File: src/rtl/cache_refill_ctrl.sv
`default_nettype none
// ============================================================================
// Module      : cache_refill_ctrl
// Description : Blocking cache controller. Zero-cycle read hits, 4-beat line
//               refill on read miss, write-through stores, per-beat memory
//               timeout into a sticky error state.
//               Optional macro CRITICAL_WORD_FIRST_EN starts the refill at the
//               missed word and wraps mod 4; otherwise refill starts at word 0.
// Revision    : 1.0 - initial release
// ============================================================================
module cache_refill_ctrl #(
  parameter int ADDR_WIDTH  = 32,
  parameter int DATA_WIDTH  = 32,
  parameter int MEM_TIMEOUT = 255
) (
  input  logic                  clk,
  input  logic                  rst,
  input  logic                  cpu_req,
  input  logic                  cpu_we,
  input  logic [ADDR_WIDTH-1:0] cpu_addr,
  input  logic [DATA_WIDTH-1:0] cpu_wdata,
  input  logic                  hit,
  output logic                  stall,
  output logic                  mem_req,
  output logic                  mem_we,
  output logic [ADDR_WIDTH-1:0] mem_addr,
  output logic [DATA_WIDTH-1:0] mem_wdata,
  input  logic                  mem_ack,
  input  logic [DATA_WIDTH-1:0] mem_rdata,
  output logic                  line_we,
  output logic [3:0]            line_set,
  output logic [1:0]            line_word,
  output logic [DATA_WIDTH-1:0] line_data,
  output logic                  tag_we,
  output logic [15:0]           miss_count,
  output logic                  timeout
);

  localparam int WAIT_W = $clog2(MEM_TIMEOUT + 1);

  typedef enum logic [2:0] {
    IDLE   = 3'd0,
    REFILL = 3'd1,
    COMMIT = 3'd2,
    WRITE  = 3'd3,
    ERROR  = 3'd4
  } state_t;

  state_t                state, state_nxt;
  logic [ADDR_WIDTH-1:0] addr_q;
  logic [DATA_WIDTH-1:0] wdata_q;
  logic [1:0]            beat;
  logic [1:0]            beats_done;
  logic [WAIT_W-1:0]     wait_cnt;
  logic [15:0]           miss_cnt;
  logic [1:0]            start_beat;
  logic                  miss_start;
  logic                  write_start;
  logic                  bus_active;
  logic                  wait_expired;

`ifdef CRITICAL_WORD_FIRST_EN
  assign start_beat = cpu_addr[3:2];
`else
  assign start_beat = 2'b00;
`endif

  // Only IDLE accepts new requests, so CPU changes while stalled are ignored.
  assign miss_start   = (state == IDLE) && cpu_req && !cpu_we && !hit;
  assign write_start  = (state == IDLE) && cpu_req && cpu_we;
  assign bus_active   = (state == REFILL) || (state == WRITE);
  assign wait_expired = bus_active && !mem_ack &&
                        (wait_cnt == WAIT_W'(MEM_TIMEOUT - 1));

  assign miss_count = miss_cnt;
  assign timeout    = (state == ERROR);

  // State register.
  always_ff @(posedge clk or posedge rst) begin
    if (rst) state <= IDLE;
    else     state <= state_nxt;
  end

  // Transaction latches, beat sequencing, wait counter and miss counter.
  always_ff @(posedge clk or posedge rst) begin
    if (rst) begin
      addr_q     <= '0;
      wdata_q    <= '0;
      beat       <= 2'b00;
      beats_done <= 2'b00;
      wait_cnt   <= '0;
      miss_cnt   <= 16'd0;
    end else begin
      if (miss_start || write_start) addr_q <= cpu_addr;
      if (write_start) wdata_q <= cpu_wdata;

      if (miss_start) begin
        beat       <= start_beat;
        beats_done <= 2'b00;
        if (miss_cnt != 16'hFFFF) miss_cnt <= miss_cnt + 16'd1;
      end else if ((state == REFILL) && mem_ack) begin
        beat       <= beat + 2'd1;
        beats_done <= beats_done + 2'd1;
      end

      // Restarts on every accepted beat; held at the limit once expired.
      if (!bus_active || mem_ack) wait_cnt <= '0;
      else if (!wait_expired)     wait_cnt <= wait_cnt + WAIT_W'(1);
    end
  end

  // Next-state and output decode.
  always_comb begin
    state_nxt = state;
    stall     = 1'b0;
    mem_req   = 1'b0;
    mem_we    = 1'b0;
    mem_addr  = '0;
    mem_wdata = '0;
    line_we   = 1'b0;
    line_set  = 4'd0;
    line_word = 2'd0;
    line_data = '0;
    tag_we    = 1'b0;
    case (state)
      IDLE: begin
        // Reset holds stall low even if the CPU is already asking.
        if (cpu_req && !rst) begin
          if (cpu_we) begin
            stall     = 1'b1;
            state_nxt = WRITE;
          end else if (!hit) begin
            stall     = 1'b1;
            state_nxt = REFILL;
          end
        end
      end
      REFILL: begin
        stall     = 1'b1;
        mem_req   = 1'b1;
        mem_addr  = {addr_q[ADDR_WIDTH-1:4], beat, 2'b00};
        line_set  = addr_q[7:4];
        line_word = beat;
        if (mem_ack) begin
          line_we   = 1'b1;
          line_data = mem_rdata;
          if (beats_done == 2'd3) state_nxt = COMMIT;
        end else if (wait_expired) begin
          state_nxt = ERROR;
        end
      end
      COMMIT: begin
        stall     = 1'b1;
        tag_we    = 1'b1;
        line_set  = addr_q[7:4];
        state_nxt = IDLE;
      end
      WRITE: begin
        stall     = 1'b1;
        mem_req   = 1'b1;
        mem_we    = 1'b1;
        mem_addr  = addr_q;
        mem_wdata = wdata_q;
        if (mem_ack)           state_nxt = IDLE;
        else if (wait_expired) state_nxt = ERROR;
      end
      ERROR: begin
        stall = 1'b1;
      end
      default: begin
        state_nxt = IDLE;
      end
    endcase
  end

endmodule
`default_nettype wire

File: config.mk
export PLATFORM = sky130hd
export DESIGN_NAME = cache_refill_ctrl
export DESIGN_NICKNAME = d
export VERILOG_FILES = /design/src/rtl/cache_refill_ctrl.sv
export SDC_FILE = /design/constraint.sdc
export NUM_CORES = 1
export LEC_CHECK = 0
export ABC_AREA = 1
export CAP_MARGIN = 20
export CORE_ASPECT_RATIO = 0.6
export CORE_MARGIN = 3
export CORE_UTILIZATION = 38
export DETAILED_ROUTE_END_ITERATION = 16
export PLACE_DENSITY = 0.86
export SLEW_MARGIN = 10
export SYNTH_ARGS = -nofsm -noshare
export SYNTH_HDL_FRONTEND = slang
export SYNTH_SLANG_ARGS = --single-unit
File: constraint.sdc
create_clock -name clk -period 5.3 [get_ports clk]
set_clock_uncertainty 0.05 [all_clocks]
set_input_delay 1.325 -clock clk [delete_from_list [all_inputs] [get_ports clk]]
set_output_delay 1.325 -clock clk [all_outputs]
set_load 0.1 [all_outputs]
After elaboration in Yosys (flattened, before gate mapping)
Index checks and enable logic that the tools add are counted.
{ "totals": {"ff_bits": 95, "inputBits": 102, "out_inout_bits": 124, "elab_cells": 75} }
{ "classes": {"n_addsub": 4, "eq_ne": 11, "mux": 29, "bitwise_logic": 1, "reduce_logical": 23} }
{ "ops": {"columns": ["cell", "n"], "rows": [
  ["32-bit two-way mux", 3],
  ["32-bit one-hot mux with 2 select lines", 1],
  ["3-bit two-way mux", 7],
  ["16-bit by 1-bit adder with 16-bit output (second input constant)", 1],
  ["8-bit two-way mux", 2],
  ["16-bit inequality test (second input constant)", 1],
  ["3-bit one-hot mux with 4 select lines", 1],
  ["2-bit two-way mux", 5],
  ["8-bit by 1-bit adder with 8-bit output (second input constant)", 1],
  ["8-bit == test (second input constant)", 1],
  ["1-bit logical AND", 8],
  ["1-bit two-way mux", 8],
  ["3-bit by 2-bit == test with 1-bit output (second input constant)", 2],
  ["1-bit zero test", 5],
  ["2-bit by 1-bit adder with 2-bit output (second input constant)", 2],
  ["4-bit two-way mux", 1],
  ["2-bit by 1-bit inequality test with 1-bit output (second input constant)", 2],
  ["4-bit AND reduction", 1],
  ["2-bit OR reduction", 2],
  ["4-bit OR reduction", 1],
  ["3-bit by 1-bit == test with 1-bit output (second input constant)", 1],
  ["3-bit == test (second input constant)", 1],
  ["3-bit zero test", 1],
  ["1-bit logical OR", 3],
  ["7 further kinds", 7]
]} }

Logic depth before layout (Yosys ltp)
Gate-level depths: netlist of the first run.
{ "depth": {"depth_word": 7, "mapped_depth": 10, "mapped_depth_nobuf": 9} }

Worst setup path before layout of the first run
OpenSTA, ideal clock, no wires.
{ "synth_path": {"path_kind": "input to output", "from": "in rst", "to": "out stall", "arrival_ns": 4.416, "t_required_ns": 3.925, "slack_ns": -0.491, "cell_stages": 4, "n_path_buf": 0, "path_cell_list": "inv_1 nand2_1 o21ai_0 o21a_1"} }
{ "synth_between": {"elab_chain_cells": 4} }
{ "synth_lines": {"columns": ["item", "line_no", "text"], "rows": [
  ["from (decl)", "17", "input logic rst,"],
  ["1-bit zero test", "128", "if (cpu_req && !rst) begin"],
  ["1-bit logical AND", "128", null],
  ["1-bit two-way mux", "128", null],
  ["1-bit one-hot mux with 2 select lines", "125", "case (state)"],
  ["to (decl)", "23", "output logic stall,"]
]} }
No other way between the ends.

Worst setup path after layout of the first run
{ "layout_path": {"from": "in mem_ack", "to": "out line_data[8]"} }
{ "layout_between": {"elab_chain_cells": 2} }
{ "layout_lines": {"columns": ["item", "line_no", "text"], "rows": [
  ["from (decl)", "28", "input logic mem_ack,"],
  ["32-bit two-way mux", "144", "if (mem_ack) begin"],
  ["32-bit two-way mux", "125", null],
  ["to (decl)", "33", "output logic [DATA_WIDTH-1:0] line_data,"]
]} }
No other way between the ends.

==> out/results.txt, run 1 <==
Clk root buf = clkbuf_16
First-pass GRT wire length = 23.63 mm
Hold Path Stages = 1
Number of fill cells = 1,068
Synth area leader = dfrtp_1
Initial Util = 0.4015
Hold Crit Endpoint = beats_done[0]
Crit path DAT = 2.92 ns
PnR worst setup slack = 1.006 ns
Max VDD drop = 0.1406 mV
Vias in the first global route = 4,780
HPWL Detailed = 11.63 mm
Max clock buf depth = 2
Final Hold Vio Count = 0
Synth area leaders = dfrtp_1 (48%), nand2_1 (13%), nor2_1 (12%)
Measured slew at the worst slew-check pin = 1.075 ns
RSZ-0062 raised after global routing = no
RR Endpoint = wait_cnt[3]
1st-pass router iterations = 5
Synth cell types = 32
P_leak = 3.921 nW
GRT Util Overall = 0.2006
Post-synthesis compound-gate area fraction = 0.08913
TNS Setup = 0 ns
Die W = 153.8 µm
Total die area = 14,570 µm²
Mux contribution to synthesized area = 0
IO Port Bufs = 225
Slew margin rel. = 0.2827
Initial DRC count = 391
Via-per-instance ratio = 4.627
Clk sinks = 95
Die Height = 94.71 µm
Ratio of cells with drive above 1 in the final layout = 0.1578
Total power = 1.499 mW
Routed len/inst = 14.00 µm
Layout Utilization = 0.6227
Post-Synth Simple-Gate Area = 0.2937
Fin. max-slew vios = 0
R2R Setup Slk = 2.71 ns
Post-synth top area share = 0.4770
Synth Area in Adders = 0.01004
Cts hold-fix bufs = 0
CTS tree = yes
Status = finished clean
Max Fclk = 232.9 MHz
Final nets = 1,001
Mapped Cells = 683
Worst skew pair latency = 0.33 ns
Residual DRC = 0
Pwr/cell area = 194.0 nW/µm²
CTS buffer count = 9
YS warnings = 0
Final setup viols = 0
Cells on worst reg2reg path = 7
Final WL = 14.92 mm
Antenna Nets Post-Route = 0
FF+latch count, synth = 95
CP max FO = 25
Vias = 4,932
Area growth from synthesis to layout = 55.08%
Pin count of the biggest net entering global routing = 65
Final min period = 4.294 ns
RePlAce Congestion = 0.8817
Grt ovf = 0
Critical R2R Launch = state[0]
Post-synthesis sequential area ratio = 0.4770
CTS clock-pin slew for the worst setup and hold paths = 0.06 ns
Final Cycle Share = 0.8101
Critical Path End Type = output port
Core ar. = 12,410 µm²
Placement Setup Slack = 1.016 ns
Worst EP required = 3.92 ns
H-tree lvl count = 3
Main combinational cell family by area after synthesis = simple AND/OR/NAND/NOR gates
Type of the worst min-delay path = flip-flop to flip-flop
Worst hold slack = 0.4246 ns
HP Start = beats_done[0]
# Post-CTS Setup Buffers = 0
Total nets after synthesis = 789
Area of the mapped netlist = 4984 µm²
Setup CP Type = input port to output port
Xor and xnor fraction of the mapped netlist area = 0.01757
Max Cap Viol = 0
# resized after CTS = 0
Number of placement rows = 31
Syn avg cell area = 7.297 µm²
Initial antenna violation count = 1
IO Pins = 226
Crit start category = input port
## synth_stat cells
cell      count
a21oi_1      39
a31o_2        1
buf_1         3
buf_2        13
buf_4         6
buf_6         5
clkbuf_1      3
clkinv_1      2
dfrtp_1      95
ha_1          4
inv_1        95
inv_2         2
nand2_1     166
nand2_2       2
nand2_4       2
nand3_1      17
nand3_2       1
nand3_4       1
nand3b_1      1
nand4_1       5
nor2_1      155
nor2_2        3
nor2_4        2
nor2_8        1
nor3_1        1
o21a_1        1
o21ai_0      38
o21ai_1       6
o22ai_1       2
or2_2         1
xnor2_1       6
xor2_1        4
## sequential cells by signal (all words and copies together), names as in the netlist
register,flops
addr_q,32
beat,2
beats_done,2
miss_count,16
state,3
wait_cnt,8
wdata_q,32
## layer usage
| metal | GRT usage | vias to the layer above | routed length [µm] |
|---|---|---|---|
| li1 | - | 2486 | - |
| met1 | 0.2642 | 2243 | 6531 |
| met2 | 0.3174 | 187 | 6761 |
| met3 | 0.07463 | 16 | 1386 |
| met4 | 0.04776 | 0 | 241 |
| met5 | 0 | - | 0 |
## cell type report
class | count | area (µm²) | share of cell area
Antenna cell | 1 | 2.502 | 0.0003238
Sequential cell | 95 | 2377 | 0.3076
Timing Repair Buffer | 231 | 2447 | 0.3167
Inverter | 99 | 375.4 | 0.04857
Multi-Input combinational cell | 459 | 2046 | 0.2647
Clock inverter | 5 | 41.29 | 0.005342
Tap cell | 165 | 206.4 | 0.02671
Clock buffer | 11 | 232.7 | 0.03011
## cells in the final DEF (no fill, tap or decap), types with 5 or more instances in the layout
cell,netlist,routed
nand4_1,5,5
a21oi_1,39,39
clkbuf_16,0,9
buf_12,0,33
xnor2_1,6,6
nor2_1,155,155
o21ai_1,6,6
nand3_1,17,17
nand2_1,166,166
buf_4,6,78
clkdlybuf4s50_1,0,120
o21ai_0,38,38
inv_1,95,94
dfrtp_1,95,95
## through the flow
step,cell area [µm²],std cells
4_1_cts,7726,1065
2_1_floorplan,4987,683
6_report,7729,1066
3_5_place_dp,7452,1049
5_1_grt,7729,1066
3_3_place_gp,7452,1049
## power breakdown
| part | switching, mW | total [mW] | internal [mW] |
|---|---|---|---|
| Sequential | 0.00738 | 0.761 | 0.753 |
| Combinational | 0.0586 | 0.140 | 0.0810 |
| Clock | 0.275 | 0.599 | 0.324 |
| Total | 0.341 | 1.50 | 1.16 |
## worst max path at each step
stage	start	end	slack (ns)	depth (start not counted)
after CTS	mem_ack	line_data[2]	1.01	5
after global routing	mem_ack	line_data[14]	0.87	5
after floorplan	rst	stall	0.52	4
after global placement	mem_ack	line_data[8]	1.07	5
after detailed placement	mem_ack	line_data[3]	1.02	5
final	mem_ack	line_data[8]	1.01	5
## kinds of logic after synthesis
family | after synthesis
XOR/XNOR | 10
AND/OR/NAND/NOR | 358
buffers and inverters | 129
flip-flops | 95
AO/OA/AOI/OAI | 87
adder cells (fa/ha/maj) | 4
## critical path, cell delays in order
cell	delay, ns
clkdlybuf4s50_1	0.74
buf_4	0.34
nand2_1	0.10
nor2_1	0.20
buf_12	0.20
Power figures use the tool's default switching activity.
==> run 2, diff against run 1 <==
clock period = 3.6 ns   (was 5.3 ns; I/O delays follow)
==> out/results.txt, run 2 (synthesis gave the netlist of run 1 again) <==
CP max FO = 29 (was 25)
Setup CP Type = flip-flop to output port (was input port to output port)
Measured slew at the worst slew-check pin = 1.086 ns (was 1.075 ns)
Pin count of the biggest net entering global routing = 70 (was 65)
Hold Crit Endpoint = beats_done[0] (unchanged)
CTS clock-pin slew for the worst setup and hold paths = 0.06 ns (about the same)
RSZ-0062 raised after global routing = no (unchanged)
Initial DRC count = 276 (was 391)
First-pass GRT wire length = 24.12 mm (was 23.63 mm)
Number of placement rows = 31 (unchanged)
Cells along the critical path = nand3_1 -> nand2_1 -> inv_1 -> nor2_1 -> buf_12 (was clkdlybuf4s50_1 -> buf_4 -> nand2_1 -> nor2_1 -> buf_12)
Final setup viols = 0 (unchanged)
Most common cell after layout, fill and taps aside = nand2_1 (unchanged)
Commonest cells after routing, fill and taps aside = nand2_1 (165), nor2_1 (125), clkdlybuf4s50_1 (101) (was nand2_1 (166), nor2_1 (155), clkdlybuf4s50_1 (120))
CTS tree = yes (unchanged)
Placed cell count = 1,050 (was 1,049)
Cells on worst reg2reg path = 6 (was 7)
Total power = 2.206 mW (was 1.499 mW)
1st-pass router iterations = 5 (unchanged)
P_leak = 4.134 nW (was 3.921 nW)
TNS Setup = 0 ns (unchanged)
Worst EP required = 2.65 ns (was 3.92 ns)
Max Fclk = 300.8 MHz
Vias in the first global route = 4,947 (was 4,780)
HP Start = beats_done[0] (unchanged)
Clk root buf = clkbuf_16 (unchanged)
Crit path DAT = 2.37 ns (was 2.92 ns)
Grt ovf = 0 (unchanged)
Buf/Inv on CP = 2 (was 3)
# resized after CTS = 0 (unchanged)
Status = finished clean (unchanged)
Via-per-instance ratio = 4.766 (was 4.627)
Clk sinks = 95 (unchanged)
Final nets = 1,002 (was 1,001)
Final WL = 15.25 mm (was 14.92 mm)
Die W = 153.8 µm (unchanged)
Antenna diodes = 0 (was 1)
Initial antenna violation count = 0 (was 1)
CP top delay family = buffers and inverters (unchanged)
IO Pins = 226 (unchanged)
R2R Setup Slk = 1.39 ns (was 2.71 ns)
Crit start category = flip-flop (was input port)
CP max-delay cell = inv_1 (was clkdlybuf4s50_1)
Worst skew pair latency = 0.34 ns (was 0.33 ns)
IO Port Bufs = 225 (unchanged)
Hold Path Stages = 1 (unchanged)
Slew margin rel. = 0.2754 (was 0.2827)
Critical R2R Launch = state[0] (unchanged)
H-tree lvl count = 3 (unchanged)
Vias = 5,081 (was 4,932)
Placement Setup Slack = 0.3514 ns (was 1.016 ns)
Initial Util = 0.4015 (unchanged)
Max clock buf depth = 2 (unchanged)
Type of the worst min-delay path = flip-flop to flip-flop (unchanged)
Critical Path End Type = output port (unchanged)
RR Endpoint = wait_cnt[3] (unchanged)
Area growth from synthesis to layout = 72.66% (was 55.08%)
Ratio of cells with drive above 1 in the final layout = 0.2153 (was 0.1578)
Routed len/inst = 14.30 µm (was 14.00 µm)
Final min period = 3.324 ns
HPWL Detailed = 11.79 mm (was 11.63 mm)
Final Hold Vio Count = 0 (unchanged)
Die Height = 94.71 µm (unchanged)
Fin. max-slew vios = 0 (unchanged)
RePlAce Congestion = 0.9266 (was 0.8817)
Pwr/cell area = 256.4 nW/µm² (was 194.0 nW/µm²)
GRT Util Overall = 0.2077 (was 0.2006)
Cts hold-fix bufs = 0 (unchanged)
Core ar. = 12,410 µm² (unchanged)
Max VDD drop = 0.2058 mV (was 0.1406 mV)
Max Cap Viol = 0 (unchanged)
Final Cycle Share = 0.9233
Antenna Nets Post-Route = 0 (unchanged)
Residual DRC = 0 (unchanged)
CTS buffer count = 9 (unchanged)
Worst hold slack = 0.4494 ns (was 0.4246 ns)
Critical Path Max Stage Delay = 0.82 ns (was 0.74 ns)
Final Instance Count excl. Fillers = 1,066 (unchanged)
PnR worst setup slack = 0.2760 ns (was 1.006 ns)
Total die area = 14,570 µm² (unchanged)
# Post-CTS Setup Buffers = 0 (unchanged)
==> run 2: cell count changes in the layout (fill, tap and decap cells not counted), moves of 2 or more <==
cell             previous run  this run
inv_6                       3         0
clkdlybuf4s50_1           120       101
nor2_2                      3        33
buf_12                     33       100
nor2_1                    155       125
clkinv_4                    0         2
clkinvlp_4                  3         5
buf_4                      78        31
==> run 2: worst max path at each step <==
stage	start	depth (start not counted)	endpoint
after floorplan	state[2]	7	mem_addr[13]
after global placement	rst	6	stall
after detailed placement	mem_ack	5	line_data[31]
after CTS	state[0]	5	mem_addr[12]
after global routing	state[0]	5	mem_addr[12]
final	state[0]	5	mem_addr[12]
==> run 2: area by class of cell <==
type,count,area (µm²)
clock buffer,10,229.0
multi-input combinational,459,2123
timing repair buffer,232,3246
sequential,95,2377
tap,165,206.4
fill,918,3807
clock inverter,6,47.55
inverter,99,375.4
==> run 2: where the power goes <==
| group | internal [mW] | switching, mW |
|---|---|---|
| registers | 1.11 | 0.0115 |
| clock network | 0.471 | 0.406 |
| logic | 0.120 | 0.0886 |
| total | 1.70 | 0.506 |
==> run 2: metrics by stage <==
step	cell area [µm²]	utilization
6_report	8605	0.6932
5_1_grt	8605	0.6932
4_1_cts	8605	0.6932
3_5_place_dp	8328	0.6710
3_3_place_gp	8328	0.6710
2_1_floorplan	5062	-
==> run 2: metal layers <==
metal | vias to the layer above | GRT usage | wire (µm)
li1 | 2483 | - | -
met1 | 2327 | 0.2671 | 6527
met2 | 240 | 0.3345 | 7003
met3 | 31 | 0.06181 | 1278
met4 | 0 | 0.07862 | 437
met5 | - | 0 | 0
